**src/rtl/dmem_arb_pkg.sv**
```systemverilog
// Shared types and constants for the two-requester data-memory arbiter.
package dmem_arb_pkg;

   localparam int WORD_BYTES        = 8;
   localparam int DEFAULT_MEM_BYTES = 64;

   typedef enum logic [1:0] {
      IDLE   = 2'd0,
      ACCESS = 2'd1,
      DONE   = 2'd2
   } state_t;

endpackage

```
**src/rtl/dmem_arb_pick.sv**
```systemverilog
// Winner selection between the two requesters.
// Build option DMEM_ARB_RR_EN: round-robin using the caller's preference bit;
// otherwise fixed priority with r0 winning every conflict.
module dmem_arb_pick (
   input  logic req0,
   input  logic req1,
`ifdef DMEM_ARB_RR_EN
   input  logic prefer_r1,
`endif
   output logic gnt0,
   output logic gnt1
);

   // One-hot winner among the (already qualified) requests
   always_comb begin
      gnt0 = 1'b0;
      gnt1 = 1'b0;
`ifdef DMEM_ARB_RR_EN
      if (req0 && req1) begin
         gnt0 = ~prefer_r1;
         gnt1 = prefer_r1;
      end else begin
         gnt0 = req0;
         gnt1 = req1;
      end
`else
      gnt0 = req0;
      gnt1 = req1 & ~req0;
`endif
   end

endmodule

```
**src/rtl/dmem_arbiter.sv**
```systemverilog
// Two-requester arbiter in front of a single-port 64-bit data memory.
// One access takes IDLE -> ACCESS -> DONE. Out-of-range accesses never reach
// the memory and complete with an error flag and zero load data.
// Build option DMEM_ARB_RR_EN selects round-robin arbitration (default: r0 priority).
//
// state  | meaning
// IDLE   | arbitrate; grant is combinational, request fields latched at the edge
// ACCESS | drive memory strobe for one cycle; load data captured at the edge
// DONE   | owner's rvalid pulse (err qualifies it)
module dmem_arbiter
   import dmem_arb_pkg::*;
#(
   parameter int MEM_BYTES = DEFAULT_MEM_BYTES
) (
   input  logic        clk,
   input  logic        reset_n,
   input  logic        r0_req,
   input  logic        r0_we,
   input  logic [63:0] r0_addr,
   input  logic [63:0] r0_wdata,
   input  logic        r1_req,
   input  logic        r1_we,
   input  logic [63:0] r1_addr,
   input  logic [63:0] r1_wdata,
   output logic        r0_gnt,
   output logic        r0_rvalid,
   output logic [63:0] r0_rdata,
   output logic        r0_err,
   output logic        r1_gnt,
   output logic        r1_rvalid,
   output logic [63:0] r1_rdata,
   output logic        r1_err,
   output logic [63:0] mem_addr,
   output logic [63:0] write_data,
   output logic        mem_write,
   output logic        mem_read,
   input  logic [63:0] Read_data
);

   state_t      state, state_nxt;
   logic        arb_en, pick0, pick1, take;
   logic        owner_q, we_q;
   logic [63:0] addr_q, wdata_q, rdata0_q, rdata1_q;
   logic [64:0] last_byte;
   logic        range_err;

   // Reset gates arbitration so no grant can appear while reset_n is low
   assign arb_en = (state == IDLE) && reset_n;
   assign take   = pick0 | pick1;

   // Extra bit keeps address wrap-around visible as out of range
   assign last_byte = {1'b0, addr_q} + 65'(WORD_BYTES - 1);
   assign range_err = last_byte >= 65'(MEM_BYTES);

`ifdef DMEM_ARB_RR_EN
   logic prefer_r1_q;

   // Favour whichever requester was not granted most recently
   always_ff @(posedge clk or negedge reset_n) begin
      if (!reset_n)  prefer_r1_q <= 1'b0;
      else if (take) prefer_r1_q <= pick0;
   end
`endif

   dmem_arb_pick u_pick (
      .req0      (r0_req & arb_en),
      .req1      (r1_req & arb_en),
`ifdef DMEM_ARB_RR_EN
      .prefer_r1 (prefer_r1_q),
`endif
      .gnt0      (pick0),
      .gnt1      (pick1)
   );

   // State register
   always_ff @(posedge clk or negedge reset_n) begin
      if (!reset_n) state <= IDLE;
      else          state <= state_nxt;
   end

   // Next-state logic
   always_comb begin
      state_nxt = state;
      case (state)
         IDLE:    if (take) state_nxt = ACCESS;
         ACCESS:  state_nxt = DONE;
         DONE:    state_nxt = IDLE;
         default: state_nxt = IDLE;
      endcase
   end

   // Output decode
   always_comb begin
      r0_gnt    = pick0;
      r1_gnt    = pick1;
      mem_read  = (state == ACCESS) && !we_q && !range_err;
      mem_write = (state == ACCESS) &&  we_q && !range_err;
      r0_rvalid = (state == DONE) && !owner_q;
      r1_rvalid = (state == DONE) &&  owner_q;
      r0_err    = r0_rvalid && range_err;
      r1_err    = r1_rvalid && range_err;
   end

   // Latch the winner's request; memory address/data hold until the next grant
   always_ff @(posedge clk or negedge reset_n) begin
      if (!reset_n) begin
         owner_q <= 1'b0;
         we_q    <= 1'b0;
         addr_q  <= '0;
         wdata_q <= '0;
      end else if (take) begin
         owner_q <= pick1;
         we_q    <= pick1 ? r1_we    : r0_we;
         addr_q  <= pick1 ? r1_addr  : r0_addr;
         wdata_q <= pick1 ? r1_wdata : r0_wdata;
      end
   end

   // Per-requester load data, updated only on that requester's completion
   always_ff @(posedge clk or negedge reset_n) begin
      if (!reset_n) begin
         rdata0_q <= '0;
         rdata1_q <= '0;
      end else if (state == ACCESS) begin
         if (range_err) begin
            if (owner_q) rdata1_q <= '0;
            else         rdata0_q <= '0;
         end else if (!we_q) begin
            if (owner_q) rdata1_q <= Read_data;
            else         rdata0_q <= Read_data;
         end
      end
   end

   assign r0_rdata   = rdata0_q;
   assign r1_rdata   = rdata1_q;
   assign mem_addr   = addr_q;
   assign write_data = wdata_q;

endmodule

```
**config.mk**
```make
export PLATFORM = sky130hd
export DESIGN_NAME = dmem_arbiter
export DESIGN_NICKNAME = d
export VERILOG_FILES = /design/src/rtl/dmem_arb_pkg.sv /design/src/rtl/dmem_arb_pick.sv /design/src/rtl/dmem_arbiter.sv
export SDC_FILE = /design/constraint.sdc
export NUM_CORES = 1
export LEC_CHECK = 0
export ABC_AREA = 1
export CORE_AREA = 2 2 228 230
export CTS_BUF_LIST = sky130_fd_sc_hd__clkbuf_8
export DETAILED_ROUTE_END_ITERATION = 10
export DIE_AREA = 0 0 230 232
export GPL_TIMING_DRIVEN = 0
export PLACE_DENSITY = 0.65
export SLEW_MARGIN = 20
export SYNTH_ARGS = -nofsm -noshare
export SYNTH_HDL_FRONTEND = slang
export SYNTH_SLANG_ARGS = --single-unit
```
**constraint.sdc**
```tcl
create_clock -name clk -period 2.3 [get_ports clk]
set_input_delay 0.46 -clock clk [delete_from_list [all_inputs] [get_ports clk]]
set_output_delay 0.46 -clock clk [all_outputs]
set_load 0.01 [all_outputs]
```
==> results by group, run 1 <==
Outcome
  – Status: complete, but fails checks
  – Failing checks: negative setup slack

Clock network
  – Root Driver: clkbuf_8
  – Clk slew on worst S/H paths: 0.07 ns
  – Number of clock sinks: 260
  – Skew-Pair Late Insertion Delay: 0.65 ns
  – CTS tree: done
  – Maximum clock path buffer count: 3
  – H-tree levels: 2
  – Cts bufs inserted: 51

Place
  – HPWL Detailed: 52220 um
  – GPL Wtd Cong: 0.9769
  – # port buffers: 588
  – Pre-CTS setup slack: -1.821 ns

Synth
  – Library cells used by synthesis: 26
  – Flop and latch count out of synthesis: 260
  – Syn Std Cell Area: 14160 um2
  – Async SR Flop Fraction: 1.000
  – Synth area leaders: dfrtp_1 46%, nand2_1 15%, o21ai_0 7.6%
  – Mean post-synth cell area: 7.313 um2
  – Sequential fraction of the synthesis area: 0.4593
  – Post-Syn Instances: 1937
  – Yosys warnings: 0
  – Most frequent cell after synthesis: nand2_1
  – Syn_nets: 2263
  – Synth top area share: 0.4593
  – Post-synth top cells: 564 x nand2_1, 260 x dfrtp_1, 214 x o21ai_0
  – EDFF count, synth: 0
  – Prevailing post-synth register cell: dfrtp_1
  – Largest area contributor in the netlist: dfrtp_1

Floorplanning
  – Rows: 83
  – I/O pins: 590
  – Die area: 53360 um2
  – Die X: 230 um
  – Core area: 50890 um2
  – Die Y: 232 um
  – Initial Util: 0.2784

Timing
  – Setup violators final: 265
  – Fin crit period: 3.716 ns
  – Max Fclk: 269.1 MHz
  – Total negative slack: -158.37 ns
  – Setup ws final: -1.416 ns
  – Tcrit/Tclk final: 1.615
  – Setup Skew: 0.04590 ns
  – Least-Margin Pin Slew: 1.061 ns
  – Slew HR: 0.2926
  – Final hold slack: 0.4464 ns
  – Final hold viol count: 0
  – RSZ-0062 raised after global routing: true
  – Pins over their slew limit: 0

Route
  – DRC Markers: 0
  – Via Count: 16941
  – Routed WL: 68060 um
  – Post-detailed-route via-to-cell ratio: 5.008
  – Wire per inst: 20.12 um
  – Antenna Nets Post-Route: 0
  – DRT Pass-1 Iters: 5
  – Initial DRC count: 1328

Finish
  – Finished Core Util: 0.4614
  – NumNets Final: 2991
  – Fillers: 5009
  – Area growth syn-to-layout: 65.74%
  – Layout cell share with drive strength beyond 1: 0.1529

Power and ir drop
  – Lkg Pwr: 0.01037 uW
  – Sw Pwr: 7502 uW
  – Sequential Power Share: 0.344
  – Sw frac: 0.3749
  – Comb pwr share: 0.405
  – Internal power: 12510 uW
  – Final Power: 20010 uW
  – Clk pwr share: 0.250
  – Worst vdd ir: 0.5318 mV
  – Power Density: 852.3 nW/um2

Critical path
  – Reg2Reg Depth: 19
  – R2r setup slk: -0.86 ns
  – CP Launch Type: register
  – R2R Path Start: mem_addr[13]$_DFFE_PN0P_
  – Crit path arrival time: 3.26 ns
  – Worst EP required: 1.84 ns
  – Worst Setup End Kind: primary output
  – Worst-path fanout max: 5
  – CP Class: register to primary output
  – R2r endpoint: r0_rdata[41]$_DFFE_PN0P_

Worst hold path
  – HP Class: primary input to register
  – Worst Hold Launch: r0_wdata[53]
  – Hold Path Stages: 3
  – Hold EP: write_data[53]$_DFFE_PN0P_

Global route
  – Initial antenna violation count: 7
  – Pin count of the biggest net entering global routing: 83
  – GRT Util Overall: 0.2464
  – Global-route wire length before repair: 100800 um
  – Vias in the first global route: 16954
  – Total global routing overflow: 0

Flow run
  – MaxCap Viol Count: 0
## stage by stage
step,cells,instance area [um2]
floorplan,1937,14220
global placement,3205,20960
detailed placement,3208,21030
CTS,3366,23130
global route,3381,23470
finish,3383,23480
## logic make-up (layout without fill, tap and decap cells)
family / after synthesis / after routing / synth area share
flops: 260 / 260 / 0.4593
other cells: 0 / 2 / 0
xor+xnor: 5 / 5 / 0.003091
simple gates: 1125 / 1126 / 0.3558
compound gates: 274 / 274 / 0.1018
buf+inv: 273 / 1036 / 0.07994
## worst max-delay path by stage
| stage | startpoint | to | slack (ns) |
|---|---|---|---|
| floorplan | mem_addr[8]$_DFFE_PN0P_ | mem_read | -0.30 |
| global placement | reset_n | mem_addr[62]$_DFFE_PN0P_ | -12.60 |
| detailed placement | reset_n | mem_addr[61]$_DFFE_PN0P_ | -1.82 |
| CTS | mem_addr[6]$_DFFE_PN0P_ | mem_write | -1.42 |
| global route | mem_addr[26]$_DFFE_PN0P_ | mem_read | -1.59 |
| finish | mem_addr[13]$_DFFE_PN0P_ | mem_write | -1.42 |
## worst max-delay path, stage by stage, from the launching register on
cell and delay [ns]:
dfrtp_1 0.40, nand2_1 0.12, nor2_2 0.18, nand2_2 0.13, nor2_4 0.28, nand3_2 0.11, nand2_1 0.07, inv_1 0.03
nor2_1 0.08, nand2_1 0.10, nor2_1 0.09, nand2_1 0.10, nor2_4 0.19, buf_6 0.14, nand4_4 0.11, buf_12 0.17
buf_8 0.11, nor2_4 0.07, buf_6 0.11
## state kept, by name, summed over array words and instances, names as in the netlist
name,count
mem_addr,64
state,2
r0_rdata,64
we_q,1
write_data,64
owner_q,1
r1_rdata,64
## per-layer routing
metal / track usage / part of all wire / up-vias
met5: 0 / 0.00068 / -
met4: 0.08710 / 0.037 / 8
met3: 0.07208 / 0.088 / 171
met2: 0.4247 / 0.49 / 813
met1: 0.2914 / 0.39 / 8074
li1: - / - / 7875
## power by group through the flow
stage               clock network, uW  logic (uW)  registers, uW
CTS                              5110        7920           6860
floorplan                           0        2460           7180
global route                     5340        8740           7020
global placement                    0        7200           6980
detailed placement                  0        7250           6980
finish                           5010        8110           6890
## layout make-up
class                      count  area, um2  area share
clock buffer                  63      867.1     0.03693
sequential                   260       6545      0.2788
inverter                     148      558.0     0.02377
buffer                       124      703.2     0.02995
clock inverter                26      219.0    0.009326
multi-input combinational   1405       7043      0.3000
antenna                        2      5.005   0.0002132
timing repair buffer         675       6686      0.2848
tap                          680      850.8     0.03624
## placed cells by master, fill, tap and decap left out, types with 10 or more instances in the layout
| cell type | count |
|---|---|
| clkdlybuf4s50_1 | 577 |
| nand2_1 | 532 |
| dfrtp_1 | 229 |
| o21ai_0 | 213 |
| inv_1 | 153 |
| nor3_1 | 136 |
| nor2_1 | 124 |
| nand3_1 | 95 |
| nand4_1 | 83 |
| buf_4 | 78 |
| clkbuf_1 | 70 |
| clkbuf_8 | 63 |
| o22ai_1 | 55 |
| nor2_4 | 52 |
| nor2_2 | 49 |
| dfrtp_2 | 31 |
| nand2_2 | 29 |
| buf_6 | 18 |
| buf_2 | 14 |
| clkbuf_2 | 12 |
| nand3_2 | 10 |
## repair_timing
action                     CTS  global route
hold endpoints to repair   133             0
setup endpoints to repair  269           265
pin swaps                   32            15
cloned                       4             0
setup buffers               65            15
hold buffers                 1             0
resized for setup          184            82
Power figures use the tool's default switching activity.
==> run 2: changes to the inputs <==
--- a/config.mk
+++ b/config.mk
@@ -6,13 +6,16 @@
 export NUM_CORES = 1
 export LEC_CHECK = 0
 export ABC_AREA = 1
+export CAP_MARGIN = 40
 export CORE_AREA = 2 2 228 230
 export CTS_BUF_LIST = sky130_fd_sc_hd__clkbuf_8
 export DETAILED_ROUTE_END_ITERATION = 10
 export DIE_AREA = 0 0 230 232
 export GPL_TIMING_DRIVEN = 0
+export HOLD_SLACK_MARGIN = 0.02
 export PLACE_DENSITY = 0.65
 export SLEW_MARGIN = 20
 export SYNTH_ARGS = -nofsm -noshare
 export SYNTH_HDL_FRONTEND = slang
+export SYNTH_HIERARCHICAL = 1
 export SYNTH_SLANG_ARGS = --single-unit
==> run 2 against run 1 <==
The flow still finishes with violations (negative setup slack). Clock-buffer cell count is 3 higher. Clock skew down 0.0091 ns. Setup slack lost 0.058 ns. Synthesized area shrank 0.28%. Sequential share of layout area up 0.22 points. Non-clock buffer count shrank 40.
==> results by group, run 2 <==
Critical path
  – Worst Setup End Kind: primary output
  – R2r setup slk: -0.81 ns (+0.05 ns)
  – Setup crit start: mem_addr[29]$_DFFE_PN0P_
  – Worst EP required: 1.84 ns (about the same)
  – CP endpoint: mem_read
  – R2r endpoint: r0_rdata[10]$_DFFE_PN0P_
  – Crit path arrival time: 3.31 ns (+0.05 ns)
  – CP Launch Type: register
  – R2R Path Start: mem_addr[29]$_DFFE_PN0P_
  – Worst-path fanout max: 5 (unchanged)
  – Reg2Reg Depth: 17 (-2)
  – CP Class: register to primary output

Synth
  – Post-Syn Instances: 1966 (+1.5%)
  – Most frequent cell after synthesis: nand2_1
  – Largest area contributor in the netlist: dfrtp_1
  – Mean post-synth cell area: 7.185 um2 (-1.8%)
  – Yosys warnings: 6 (+6)
  – Synth area leaders: dfrtp_1 46%, nand2_1 19%, nand3_1 11%
  – EDFF count, synth: 0 (unchanged)
  – Syn_nets: 2292 (+1.3%)
  – Post-synth top cells: 713 x nand2_1, 316 x nand3_1, 260 x dfrtp_1
  – Prevailing post-synth register cell: dfrtp_1
  – Syn Std Cell Area: 14120 um2 (-0.28%)
  – Library cells used by synthesis: 25 (-3.8%)
  – Synth top area share: 0.4606 (+0.001302)
  – Sequential fraction of the synthesis area: 0.4606 (+0.001302)
  – Flop and latch count out of synthesis: 260 (unchanged)
  – Async SR Flop Fraction: 1.000 (unchanged)

Floorplanning
  – I/O pins: 590 (unchanged)
  – Die Y: 232 um (unchanged)
  – Initial Util: 0.2776 (-0.0007868)
  – Core area: 50890 um2 (unchanged)
  – Die area: 53360 um2 (unchanged)
  – Rows: 83 (unchanged)
  – Die X: 230 um (unchanged)

Clock network
  – Clk slew on worst S/H paths: 0.06 ns (about the same)
  – Root Driver: clkbuf_8
  – CTS tree: done
  – Maximum clock path buffer count: 3 (unchanged)
  – Number of clock sinks: 260 (unchanged)
  – Cts bufs inserted: 51 (unchanged)
  – H-tree levels: 2 (unchanged)
  – Skew-Pair Late Insertion Delay: 0.66 ns (about the same)

Timing
  – Setup ws final: -1.474 ns (-0.05802 ns)
  – Tcrit/Tclk final: 1.641 (+0.02523)
  – Setup Skew: 0.03679 ns (-0.009117 ns)
  – Final hold viol count: 0 (unchanged)
  – Total negative slack: -101.44 ns (+56.92 ns)
  – Fin crit period: 3.774 ns (+0.05802 ns)
  – RSZ-0062 raised after global routing: true
  – Slew HR: 0.3707 (+0.07811)
  – Setup violators final: 138 (-48%)
  – Pins over their slew limit: 0 (unchanged)
  – Least-Margin Pin Slew: 0.9368 ns (-0.1244 ns)
  – Max Fclk: 265.0 MHz (-1.5%)

Flow run
  – MaxCap Viol Count: 0 (unchanged)

Route
  – Initial DRC count: 1213 (-8.7%)
  – Wire per inst: 20.24 um (+0.60%)
  – Routed WL: 68610 um (+0.81%)
  – Via Count: 16692 (-1.5%)
  – DRT Pass-1 Iters: 5 (unchanged)
  – Antenna Nets Post-Route: 0 (unchanged)
  – Post-detailed-route via-to-cell ratio: 4.924 (-1.7%)
  – DRC Markers: 0 (unchanged)

Global route
  – Global-route wire length before repair: 101100 um (+0.29%)
  – Vias in the first global route: 16582 (-2.2%)
  – Initial antenna violation count: 2 (-5)
  – GRT Util Overall: 0.2489 (+0.002576)
  – Total global routing overflow: 0 (unchanged)
  – Pin count of the biggest net entering global routing: 93 (+12%)

Power and ir drop
  – Worst vdd ir: 0.6217 mV (+17%)
  – Lkg Pwr: 0.01050 uW (+1.2%)
  – Power Density: 1046 nW/um2 (+23%)

Place
  – DP Area: 21140 um2 (+0.53%)
  – GPL Wtd Cong: 0.9584 (-1.9%)
  – Pre-CTS setup slack: -2.074 ns (-0.2521 ns)
  – # port buffers: 589 (+0.17%)
  – HPWL Detailed: 53590 um (+2.6%)

Finish
  – Most common cell after layout, fill and taps aside: nand2_1
  – Layout cell share with drive strength beyond 1: 0.1518 (-0.001134)
  – Most frequent cells in the layout: 681 x nand2_1, 583 x clkdlybuf4s50_1, 301 x nand3_1
  – Area growth syn-to-layout: 65.21%
  – NumNets Final: 2992 (+0.033%)
  – Fillers: 5082 (+1.5%)
  – Final instance area: 23330 um2 (-0.61%)

Worst hold path
  – HP Class: primary input to register

Outcome
  – Failing checks: negative setup slack
  – Status: complete, but fails checks
run 2: cell count changes in the layout (fill, tap and decap cells not counted), moves of 10 or more:
cell	delta
nor3_1	-128
o21ai_0	-203
o22ai_1	-55
buf_4	-19
clkbuf_1	-30
nand3_1	+206
nand2_1	+149
clkbuf_2	+10
o211ai_1	+55
run 2: layout make-up:
cell class,instances,area [um2],share of cell area
Antenna cell,2,5.005,0.0002145
Buffer,112,641.9,0.02751
Clock buffer,66,908.4,0.03893
Clock inverter,29,257.7,0.01105
Inverter,157,594.3,0.02547
Multi-Input combinational cell,1437,7074,0.3032
Sequential cell,260,6556,0.2810
Tap cell,680,850.8,0.03646
Timing Repair Buffer,647,6446,0.2762
run 2: how the worst min path moves through the flow:
stage                          from                         to  cells past startpoint
2_1_floorplan               reset_n    mem_addr[0]$_DFFE_PN0P_                      0
3_3_place_gp   state[1]$_DFFE_PN0P_       state[0]$_DFFE_PN0P_                      1
3_5_place_dp                reset_n   r0_rdata[40]$_DFFE_PN0P_                      1
4_1_cts                  r1_addr[1]    mem_addr[1]$_DFFE_PN0P_                      3
5_1_grt                 r1_wdata[7]  write_data[7]$_DFFE_PN0P_                      3
6_report                 r1_addr[1]    mem_addr[1]$_DFFE_PN0P_                      3
run 2: critical path, stage by stage, from the launching register on:
cell and delay, ns:
dfrtp_2 0.42, nand2_1 0.14, nor2_2 0.19, nand2_1 0.18, nor2_4 0.16, and2_1 0.15, nand3_1 0.07, nand2_1 0.11
nand2_1 0.06, nor2_1 0.12, nand2_1 0.12, nor2_4 0.26, nand3_4 0.12, buf_8 0.14, buf_12 0.12, nor3_4 0.14
buf_6 0.14
run 2: cell families (layout without fill, tap and decap cells):
family          after synthesis  count (layout)  synth area share
simple gates               1366            1366            0.4271
buf+inv                     269            1011           0.07653
flops                       260             260            0.4606
compound gates               68              68           0.03384
xor+xnor                      3               3          0.001861
other cells                   0               2                 0
run 2: report_power, final:
group / internal [uW] / total [uW] / switching, uW
Combinational: 5080 / 11200 / 6100
Clock: 3050 / 5350 / 2300
Sequential: 6190 / 7880 / 1690
Total: 14300 / 24400 / 10100
run 2: per-stage QoR:
step	util	instances	hold slack (ns)	total power, uW
after floorplan	-	1966	0.1644	11930
after global placement	0.4129	3235	0.4461	18150
after detailed placement	0.4154	3241	0.3396	18240
after CTS	0.4536	3377	0.3278	24290
after global routing	0.4585	3389	0.3662	25790
final	0.4586	3390	0.3824	24410
run 2: repair_timing:
item / 4_1_cts / 5_1_grt
buffers inserted: 39 / 12
endpoints found under the setup margin: 268 / 266
gates resized for setup: 185 / 65
endpoints found under the hold margin: 27 / 0
pin swaps: 29 / 19
hold buffers: 2 / 0
run 2: routing by layer:
layer,up-vias,global-route usage,wire [um]
li1,7770,-,-
met2,766,0.4233,32950
met4,0,0.09073,2332
met3,137,0.05452,5594
met5,-,0,0
met1,8019,0.3097,27740
==> run 3: changes to the inputs <==
--- a/config.mk
+++ b/config.mk
@@ -7,13 +7,13 @@
 export LEC_CHECK = 0
 export ABC_AREA = 1
 export CAP_MARGIN = 40
-export CORE_AREA = 2 2 228 230
+export CORE_AREA = 2 2 226 228
 export CTS_BUF_LIST = sky130_fd_sc_hd__clkbuf_8
 export DETAILED_ROUTE_END_ITERATION = 10
-export DIE_AREA = 0 0 230 232
+export DIE_AREA = 0 0 228 230
 export GPL_TIMING_DRIVEN = 0
 export HOLD_SLACK_MARGIN = 0.02
-export PLACE_DENSITY = 0.65
+export PLACE_DENSITY = 0.64
 export SLEW_MARGIN = 20
 export SYNTH_ARGS = -nofsm -noshare
 export SYNTH_HDL_FRONTEND = slang
==> constraint.sdc (replaced) <==
create_clock -name clk -period 4.69 [get_ports clk]
set_input_delay 0.938 -clock clk [delete_from_list [all_inputs] [get_ports clk]]
set_output_delay 0.938 -clock clk [all_outputs]
set_load 0.01 [all_outputs]
==> run 3 against run 2 <==
The run now ends clean. Sequential share of layout area up 0.72 points. First-iteration DRC count shrank 3.6%. Sequential power shrank 51%. Global-route usage rose by 1.8 points. Clock power decreased by 59%. Critical endpoint is now r0_err. Largest power group unchanged.
==> results by group, run 3 (synthesized netlist as in run 2, its figures left out) <==
Critical path
  – Worst EP required: 3.75 ns (+1.91 ns)
  – CP Class: register to primary output
  – R2r endpoint: r0_rdata[21]$_DFFE_PN0P_
  – Crit path arrival time: 3.59 ns (+0.28 ns)
  – Reg2Reg Depth: 17 (unchanged)
  – Worst-path fanout max: 19 (+14)
  – CP endpoint: r0_err
  – Setup crit start: mem_addr[12]$_DFFE_PN0P_
  – Worst Setup End Kind: primary output
  – R2r setup slk: 1.41 ns (+2.22 ns)
  – CP Launch Type: register
  – R2R Path Start: mem_addr[12]$_DFFE_PN0P_

Clock network
  – Skew-Pair Late Insertion Delay: 0.62 ns (-0.04 ns)
  – H-tree levels: 2 (unchanged)
  – Root Driver: clkbuf_8
  – Maximum clock path buffer count: 3 (unchanged)
  – Number of clock sinks: 260 (unchanged)
  – CTS tree: done
  – Cts bufs inserted: 46 (-9.8%)
  – Clk slew on worst S/H paths: 0.06 ns (about the same)

Global route
  – Total global routing overflow: 0 (unchanged)
  – Initial antenna violation count: 5 (+3)
  – Pin count of the biggest net entering global routing: 88 (-5.4%)
  – Vias in the first global route: 16477 (-0.63%)
  – GRT Util Overall: 0.2665 (+0.01761)
  – Global-route wire length before repair: 105100 um (+4.0%)

Power and ir drop
  – Final Power: 11470 uW (-53%)
  – Power Density: 504.4 nW/um2 (-52%)
  – Worst vdd ir: 0.2313 mV (-63%)
  – Lkg Pwr: 0.01019 uW (-2.9%)

Place
  – # port buffers: 589 (unchanged)
  – Placed Cells incl. Taps: 3232 (-0.28%)
  – HPWL Detailed: 57280 um (+6.9%)
  – GPL Wtd Cong: 0.9374 (-2.2%)
  – Pre-CTS setup slack: -0.3806 ns (+1.693 ns)

Floorplanning
  – Rows: 82 (-1.2%)
  – Initial Util: 0.2833 (+0.005698)
  – I/O pins: 590 (unchanged)
  – Die X: 228 um (-0.87%)
  – Die Y: 230 um (-0.86%)
  – Core area: 49860 um2 (-2.0%)
  – Die area: 52440 um2 (-1.7%)

Timing
  – Final hold slack: 0.1892 ns (-0.1932 ns)
  – Fin crit period: 4.524 ns
  – Setup Skew: 0.03529 ns (-0.001501 ns)
  – Max Fclk: 221.1 MHz
  – Final hold viol count: 0 (unchanged)
  – Setup violators final: 0 (-100%)
  – Slew HR: 0.4315 (+0.06080)
  – Tcrit/Tclk final: 0.9645
  – Pins over their slew limit: 0 (unchanged)
  – Least-Margin Pin Slew: 0.8528 ns (-0.08399 ns)
  – Setup ws final: 0.1663 ns (+1.640 ns)

Finish
  – Area growth syn-to-layout: 61.00%
  – Reg area: 6553 um2 (about the same)
  – Layout cell share with drive strength beyond 1: 0.1188 (-0.03296)
  – Area of the multi-input gates: 6977 um2 (-1.4%)
  – Layout Cells excl Fill: 3360 (-0.88%)
  – Most frequent cells in the layout: 686 x nand2_1, 586 x clkdlybuf4s50_1, 312 x nand3_1
  – Most common cell after layout, fill and taps aside: nand2_1
  – Fillers: 5090 (+0.16%)
  – Finished Core Util: 0.4561 (-0.002507)
  – NumNets Final: 2977 (-0.50%)

Route
  – Post-detailed-route via-to-cell ratio: 4.917 (-0.14%)
  – Met3 Routed Length: 6389 um (+14%)
  – Antenna Nets Post-Route: 0 (unchanged)
  – Routed WL: 71700 um (+4.5%)
  – Wire per inst: 21.34 um (+5.4%)
  – DRC Markers: 0 (unchanged)
  – DRT Pass-1 Iters: 7 (+2)
  – Detail Route met2 WL: 33040 um (+0.27%)
  – Initial DRC count: 1169 (-3.6%)
  – Met1 WL: 28830 um (+3.9%)
  – Via Count: 16521 (-1.0%)
  – Highest routed metal layer: met5

Worst hold path
  – HP Class: primary input to async pin

Outcome
  – Status: complete, no violations

Flow run
  – MaxCap Viol Count: 0 (unchanged)
-- run 3: cell types whose count changed in the layout (fill, tap and decap cells not counted), sizes merged, moves of 2 or more --
cell and delta:
buf -9, bufinv -3, clkbuf -11, clkdlybuf4s50 +3
clkinv -4, inv +2
-- run 3: critical path, cell delays in order, from the launching register on --
cell	delay [ns]
dfrtp_2	0.50
nand2_4	0.11
nor2_4	0.13
nand2_1	0.09
nor2_4	0.26
buf_6	0.18
xor2_1	0.14
o21ai_0	0.12
nor2_2	0.20
nand3_1	0.16
nor2_4	0.21
nand3_4	0.10
buf_6	0.19
nand2_1	0.07
inv_1	0.04
clkdlybuf4s50_1	0.47
-- run 3: power breakdown --
group	internal [uW]	switching (uW)	leakage, uW
Combinational	2350	3060	0.00628
Clock	1170	1020	0.000542
Sequential	3030	828	0.00337
Total	6560	4910	0.0102
-- run 3: per-stage QoR --
stage          instance area, um2   TNS, ns
2_1_floorplan               14120         0
3_3_place_gp                20860  -3676.84
3_5_place_dp                20980    -1.102
4_1_cts                     22370         0
5_1_grt                     22740   -0.1405
6_report                    22740         0
-- run 3: repair_timing --
item,CTS,global route
pin swaps,14,20
endpoints found under the setup margin,4,4
endpoints found under the hold margin,0,0
resized for setup,84,82
buffers inserted,27,17
hold buffers,0,0
-- run 3: layer usage --
layer / vias to the layer above / track usage
li1: 7759 / -
met1: 7815 / 0.3268
met2: 767 / 0.4357
met3: 172 / 0.07502
met4: 8 / 0.1172
met5: - / 0.01838
-- run 3: area by class of cell --
| class | instances | share of cell area |
|---|---|---|
| Antenna cell | 3 | 0.0003301 |
| Tap cell | 672 | 0.03697 |
| Timing Repair Buffer | 638 | 0.2787 |
| Sequential cell | 260 | 0.2881 |
| Clock buffer | 58 | 0.03510 |
| Buffer | 111 | 0.02140 |
| Inverter | 157 | 0.02608 |
| Multi-Input combinational cell | 1437 | 0.3068 |
| Clock inverter | 24 | 0.006492 |
-- run 3: how the worst min path moves through the flow --
stage / start / end / slack [ns] / cells past startpoint
6_report: reset_n / mem_addr[43]$_DFFE_PN0P_ / 0.19 / 1
5_1_grt: reset_n / mem_addr[43]$_DFFE_PN0P_ / 0.16 / 1
4_1_cts: reset_n / mem_addr[43]$_DFFE_PN0P_ / 0.13 / 1
3_5_place_dp: state[1]$_DFFE_PN0P_ / state[0]$_DFFE_PN0P_ / 0.46 / 1
3_3_place_gp: state[1]$_DFFE_PN0P_ / state[0]$_DFFE_PN0P_ / 0.45 / 1
2_1_floorplan: state[1]$_DFFE_PN0P_ / state[0]$_DFFE_PN0P_ / 0.44 / 1
